## config.mk

```make
export PLATFORM = sky130hd
export DESIGN_NAME = schoolbook_operand_loader_flat
export DESIGN_NICKNAME = d
export VERILOG_FILES = /design/src/rtl/schoolbook_operand_loader_pkg.sv /design/src/rtl/schoolbook_operand_loader_if.sv /design/src/rtl/schoolbook_operand_loader.sv /design/src/flat_wrapper.sv
export SDC_FILE = /design/constraint.sdc
export NUM_CORES = 2
export LEC_CHECK = 0
export ABC_AREA = 1
export CAP_MARGIN = 20
export CORE_AREA = 3 3 336 338
export DETAILED_ROUTE_END_ITERATION = 6
export DIE_AREA = 0 0 339 341
export PLACE_DENSITY = 0.51
export SLEW_MARGIN = 25
export SYNTH_ARGS = -nofsm -noshare
export SYNTH_HDL_FRONTEND = slang
export SYNTH_SLANG_ARGS = --single-unit
```

## constraint.sdc

```tcl
create_clock -name clk -period 2.9 [get_ports clk]
set_input_delay 0.435 -clock clk [delete_from_list [all_inputs] [get_ports clk]]
set_output_delay 0.435 -clock clk [all_outputs]
set_load 0.01 [all_outputs]
```

## src/rtl/schoolbook_operand_loader_pkg.sv

```systemverilog
// Shared constants, state encoding and the word-placement helper for the
// schoolbook multiplier operand loader.
package schoolbook_pkg;

    localparam int N     = 409;
    localparam int W     = 32;
    localparam int NW    = (N + W - 1) / W;
    localparam int LAT   = N + 1;
    localparam int IDX_W = $clog2(NW);
    localparam int CNT_W = $clog2(LAT);
    localparam int SH_W  = $clog2(NW * W);

    typedef enum logic [1:0] {
        LOAD_A = 2'd0,
        LOAD_B = 2'd1,
        RUN    = 2'd2,
        DONE   = 2'd3
    } state_t;

    // Writes one word into lane idx of an operand; bits that fall past N
    // (the top word's upper 7 bits) are shifted out and so discarded.
    function automatic logic [N-1:0] place_word(input logic [N-1:0]     cur,
                                                input logic [W-1:0]     word,
                                                input logic [IDX_W-1:0] idx);
        logic [SH_W-1:0] sh;
        logic [N-1:0]    lane;
        sh   = SH_W'(idx) * SH_W'(W);
        lane = {{(N-W){1'b0}}, {W{1'b1}}} << sh;
        return (cur & ~lane) | ({{(N-W){1'b0}}, word} << sh);
    endfunction

endpackage

```

## src/rtl/schoolbook_operand_loader_if.sv

```systemverilog
// Word stream in, operands and multiplier sequencing out.
interface schoolbook_operand_loader_if;
    import schoolbook_pkg::*;

    logic [W-1:0] in_data;
    logic         in_valid;
    logic         in_ready;
    logic         abort;
    logic [N-1:0] op_a;
    logic [N-1:0] op_b;
    logic         mul_rst;
    logic         busy;
    logic         done;

    modport master (
        output in_data, in_valid, abort,
        input  in_ready, op_a, op_b, mul_rst, busy, done
    );

    modport slave (
        input  in_data, in_valid, abort,
        output in_ready, op_a, op_b, mul_rst, busy, done
    );
endinterface

```

## src/rtl/schoolbook_operand_loader.sv

```systemverilog
// Assembles operands a and b from the word stream, then releases the
// multiplier's reset and times its fixed latency to flag done.
module schoolbook_operand_loader
    import schoolbook_pkg::*;
(
    input logic clk,
    input logic rst,
    schoolbook_operand_loader_if.slave bus
);

    state_t           state_r, state_s;
    logic [IDX_W-1:0] idx_r, idx_s;
    logic [CNT_W-1:0] cnt_r, cnt_s;
    logic [N-1:0]     a_r, a_s;
    logic [N-1:0]     b_r, b_s;
    logic             mul_rst_r, mul_rst_s;
    logic             done_r, done_s;
    logic             ready_r, ready_s;
    logic             busy_r, busy_s;
    logic             accept_s;
    logic             last_s;

    // Next-state, operand writes and registered-output precomputation.
    always_comb begin
        state_s   = state_r;
        idx_s     = idx_r;
        cnt_s     = cnt_r;
        a_s       = a_r;
        b_s       = b_r;
        mul_rst_s = mul_rst_r;
        done_s    = done_r;
        accept_s  = bus.in_valid & ready_r;
        last_s    = (idx_r == IDX_W'(NW - 1));

        if (bus.abort) begin
            // Abort wins over a simultaneous accept; operands are kept.
            state_s   = LOAD_A;
            idx_s     = '0;
            cnt_s     = '0;
            mul_rst_s = 1'b0;
            done_s    = 1'b0;
        end else begin
            case (state_r)
                LOAD_A: begin
                    if (accept_s) begin
                        a_s = place_word(a_r, bus.in_data, idx_r);
                        if (last_s) begin
                            state_s = LOAD_B;
                            idx_s   = '0;
                        end else begin
                            idx_s = idx_r + IDX_W'(1);
                        end
                    end else begin
                        idx_s = idx_r;
                    end
                end
                LOAD_B: begin
                    if (accept_s) begin
                        b_s = place_word(b_r, bus.in_data, idx_r);
                        if (last_s) begin
                            state_s   = RUN;
                            idx_s     = '0;
                            cnt_s     = '0;
                            mul_rst_s = 1'b1;
                        end else begin
                            idx_s = idx_r + IDX_W'(1);
                        end
                    end else begin
                        idx_s = idx_r;
                    end
                end
                RUN: begin
                    cnt_s = cnt_r + CNT_W'(1);
                    if (cnt_r == CNT_W'(LAT - 1)) begin
                        state_s = DONE;
                        done_s  = 1'b1;
                    end else begin
                        done_s = 1'b0;
                    end
                end
                DONE: begin
                    // Accepting here starts the next job with this word as a[0].
                    if (accept_s) begin
                        a_s       = place_word(a_r, bus.in_data, IDX_W'(0));
                        idx_s     = IDX_W'(1);
                        state_s   = LOAD_A;
                        mul_rst_s = 1'b0;
                        done_s    = 1'b0;
                    end else begin
                        done_s = 1'b1;
                    end
                end
                default: begin
                    state_s   = LOAD_A;
                    idx_s     = '0;
                    cnt_s     = '0;
                    mul_rst_s = 1'b0;
                    done_s    = 1'b0;
                end
            endcase
        end

        ready_s = (state_s != RUN);
        busy_s  = (state_s == LOAD_B) || (state_s == RUN) ||
                  ((state_s == LOAD_A) && (idx_s != '0));
    end

    // State and output registers with synchronous active-low reset.
    always_ff @(posedge clk) begin
        if (!rst) begin
            state_r   <= LOAD_A;
            idx_r     <= '0;
            cnt_r     <= '0;
            a_r       <= '0;
            b_r       <= '0;
            mul_rst_r <= 1'b0;
            done_r    <= 1'b0;
            ready_r   <= 1'b1;
            busy_r    <= 1'b0;
        end else begin
            state_r   <= state_s;
            idx_r     <= idx_s;
            cnt_r     <= cnt_s;
            a_r       <= a_s;
            b_r       <= b_s;
            mul_rst_r <= mul_rst_s;
            done_r    <= done_s;
            ready_r   <= ready_s;
            busy_r    <= busy_s;
        end
    end

    assign bus.in_ready = ready_r;
    assign bus.op_a     = a_r;
    assign bus.op_b     = b_r;
    assign bus.mul_rst  = mul_rst_r;
    assign bus.busy     = busy_r;
    assign bus.done     = done_r;

endmodule

```

## src/flat_wrapper.sv

```systemverilog
// flat-port wrapper written by rule: the top's interface ports become plain ports
module schoolbook_operand_loader_flat import schoolbook_pkg::*;
  (clk, rst, bus_in_data, bus_in_valid, bus_abort, bus_in_ready, bus_op_a, bus_op_b, bus_mul_rst, bus_busy, bus_done);
  schoolbook_operand_loader_if bus_i ();
  input logic clk;
  input logic rst;
  input wire logic [$bits(bus_i.in_data)-1:0] bus_in_data;
  input wire logic [$bits(bus_i.in_valid)-1:0] bus_in_valid;
  input wire logic [$bits(bus_i.abort)-1:0] bus_abort;
  output wire logic [$bits(bus_i.in_ready)-1:0] bus_in_ready;
  output wire logic [$bits(bus_i.op_a)-1:0] bus_op_a;
  output wire logic [$bits(bus_i.op_b)-1:0] bus_op_b;
  output wire logic [$bits(bus_i.mul_rst)-1:0] bus_mul_rst;
  output wire logic [$bits(bus_i.busy)-1:0] bus_busy;
  output wire logic [$bits(bus_i.done)-1:0] bus_done;
  assign bus_i.in_data = bus_in_data;
  assign bus_i.in_valid = bus_in_valid;
  assign bus_i.abort = bus_abort;
  assign bus_in_ready = bus_i.in_ready;
  assign bus_op_a = bus_i.op_a;
  assign bus_op_b = bus_i.op_b;
  assign bus_mul_rst = bus_i.mul_rst;
  assign bus_busy = bus_i.busy;
  assign bus_done = bus_i.done;
  schoolbook_operand_loader u_core (.clk(clk), .rst(rst), .bus(bus_i));
endmodule
```

==> results by group <==
Timing
  – Worst Skew: 16.6 ps
  – Final period util: 81.7%
  – Achievable Freq: 0.422 GHz
  – Setup Total Neg Slack: 0 ps
  – Final Hold Vio Count: 0
  – RSZ-0062 raised after global routing: no
  – Final Max Tran Viols: 0
  – Period minus WS final: 2370 ps
  – Setup-failing EPs final: 0
  – Slew HR: 43.0%
  – Fin Hold WS: 460 ps
  – Worst Tran Pin Value: 855 ps
  – Final worst-path setup slack: 531 ps

Setup path
  – R2R Setup Slk: 600 ps
  – CP cell instances: clkdlybuf4s50_1
  – CP Buf/Inv Count: 1
  – Worst path slowest cell: clkdlybuf4s50_1
  – Crit start category: flop
  – Reg2reg path depth: 6
  – WS Path Type: flop to output pin
  – Arrival time at the worst endpoint: 1930 ps
  – Crit-path max cell delay: 840 ps
  – Reg-to-Reg Start: u_core.idx_r[1]
  – Critical Path End Type: output pin
  – Reg-to-reg endpoint: u_core.bus.op_a[55]
  – CP top delay family: buffers and inverters
  – CP Data Required Time: 2470 ps
  – CP max FO: 4

Synth
  – Post-synthesis compound-gate area fraction: 14.5%
  – Post-Syn Instances: 4513
  – Mapped cell area: 32700 um^2
  – Sequential share of the synthesized area: 51.2%
  – Yosys cell types: 22
  – Yosys top cell by area: dfxtp_1
  – Post-synthesis mux area share: 0%
  – Synth warn: 0
  – Top-area cell type share of the netlist area: 51.2%
  – Largest family of logic cells by synthesized area: simple AND/OR/NAND/NOR gates
  – Synth area leaders: dfxtp_1 51%, nand2_1 18%, a21oi_1 12%
  – Flops & latches, synth: 837
  – Synth Area in Simple Gates: 28.0%
  – Mean Syn Cell Area: 7.25 um^2
  – Synth Net Count: 4559
  – Adder-cell share of the synthesized area: 0.382%
  – Post-Synth XOR/XNOR Area: 0%

Die
  – Die Area: 116000 um^2
  – Die Y: 341 um
  – Die width: 339 um
  – Core region area: 110000 um^2
  – Initial Util: 29.7%
  – Top-Level Pins: 858
  – Cell Rows: 122

Run
  – Max-Cap Viols: 0

Power
  – Share of power burned in registers: 45.9%
  – Lkg Pwr: 15.2 nW
  – Int Pwr: 19.1 mW
  – Pwr Density: 545 nW/um^2
  – Sw Share: 24.2%
  – Combinational share of power: 4.7%
  – Switching Power: 6.09 mW
  – Max IR drop VDD: 0.390 mV
  – Clock network power share: 49.4%
  – Post-route total power: 25.2 mW

Global route
  – Largest net degree at the start of global routing: 126
  – Initial antenna violation count: 4
  – Wire length of the first global-routing pass: 234 mm
  – Vias in the first global route: 32300
  – Global route overflow: 0
  – Total Routing Usage GR: 27.1%

Final layout
  – Most frequent cells in the layout: 1561 x nand2_1, 857 x clkdlybuf4s50_1, 833 x dfxtp_1
  – Nets: 5266
  – Synthesis-to-finish area growth: 41.1%
  – Final instance area: 46200 um^2
  – Finished Core Util: 41.9%
  – Final std cells w/o fill: 6791
  – Commonest non-fill, non-tap cell in the layout: nand2_1
  – Share of post-route cells with drive strength above 1: 6.30%

Drt
  – First-pass DRT Iterations: 6
  – Iter 0 DRT Violations: 2909
  – Final WL: 165 mm
  – Vias/cell: 5.04
  – WL/cell: 24.3 um
  – Routed Antenna Nets: 0
  – Vias: 34200
  – Residual DRC count: 0

CTS
  – Max Root-Sink Buffers: 3
  – H-tree levels: 3
  – Setup Buffers After CTS: 0
  – Clock-pin transition on the worst setup and hold timing paths: 60 ps
  – Clk sinks: 837
  – CTS hold repair buffers: 0
  – CTS buffer count: 96
  – CTS root buffer: clkbuf_16
  – Post_cts resized: 0
  – CTS tree: yes
  – Clk_lat worst skew: 680 ps

Place
  – Placed cells: 6610
  – Post-place instance area: 43000 um^2
  – Detailed placement HPWL: 112 mm
  – Buffers on Ports: 857
  – Pre-CTS WS: 243 ps
  – Gpl congestion: 0.847

Min path
  – Worst Hold End: u_core.bus.op_a[298]
  – Hold/Removal Path Class: flop to flop
  – Hold path startpoint: u_core.bus.op_a[298]
  – Hold path cells: 2

Run status
  – Status: finished, final reports clean
state kept, by name, summed over array words and instances (netlist names):
signal	cells
u_core.bus.busy	1
u_core.bus.done	1
u_core.bus.in_ready	1
u_core.bus.mul_rst	1
u_core.bus.op_a	409
u_core.bus.op_b	409
u_core.cnt_r	9
u_core.idx_r	4
u_core.state_r	2
Yosys cell counts:
library cell  number
clkbuf_1         254
nand2_2            2
a22oi_1           32
or2_2             33
nor3_1           199
buf_1              9
buf_2             81
buf_4             34
o21ai_0           74
nor2_1           302
a21oi_1          799
nand4_1           33
nand3_1          148
nor2_2             2
o21bai_1           1
dfxtp_1          837
ha_1              10
inv_2              7
o21ai_1           28
buf_6              1
inv_1             63
nand2_1         1564
cell families after synthesis:
group | after synthesis
AO/OA/AOI/OAI | 934
AND/OR/NAND/NOR | 2283
flip-flops | 837
buffers and inverters | 449
adder cells (fa/ha/maj) | 10
cell type report:
type | instances | area, um^2
Antenna cell | 5 | 12.5
Multi-Input combinational cell | 3227 | 14100
Clock buffer | 146 | 2820
Inverter | 70 | 279
Fill cell | 11400 | 64200
Tap cell | 1488 | 1860
Clock inverter | 30 | 369
Sequential cell | 837 | 16800
Timing Repair Buffer | 988 | 9990
worst max path at each step:
| stage | start | depth (start not counted) | slack, ps | to |
|---|---|---|---|---|
| after floorplan | u_core.idx_r[0] | 13 | 650 | u_core.bus.busy |
| after detailed placement | bus_in_data[8] | 6 | 240 | u_core.bus.op_b[232] |
| final | u_core.bus.in_ready | 1 | 530 | bus_in_ready |
| after global routing | u_core.idx_r[1] | 10 | 440 | u_core.bus.busy |
| after global placement | bus_in_data[23] | 5 | 230 | u_core.bus.op_b[279] |
| after CTS | u_core.bus.in_ready | 1 | 470 | bus_in_ready |
power by group through the flow:
stage          combinational, mW  sequential [mW]  clock (mW)
5_1_grt                     1.24             11.6        13.1
3_3_place_gp                1.19             11.8           0
6_report                    1.18             11.6        12.4
2_1_floorplan              0.518             11.8           0
4_1_cts                     1.19             11.6        12.6
3_5_place_dp                1.18             11.8           0
metal layers:
metal,part of all wire [%],track usage (%),up-vias
met4,4.4,11.2,0
met2,46,43.9,1311
met5,0,0,-
met3,7.5,6.53,272
li1,-,-,16200
met1,42,34.6,16500
(Power assumes the default switching activity.)
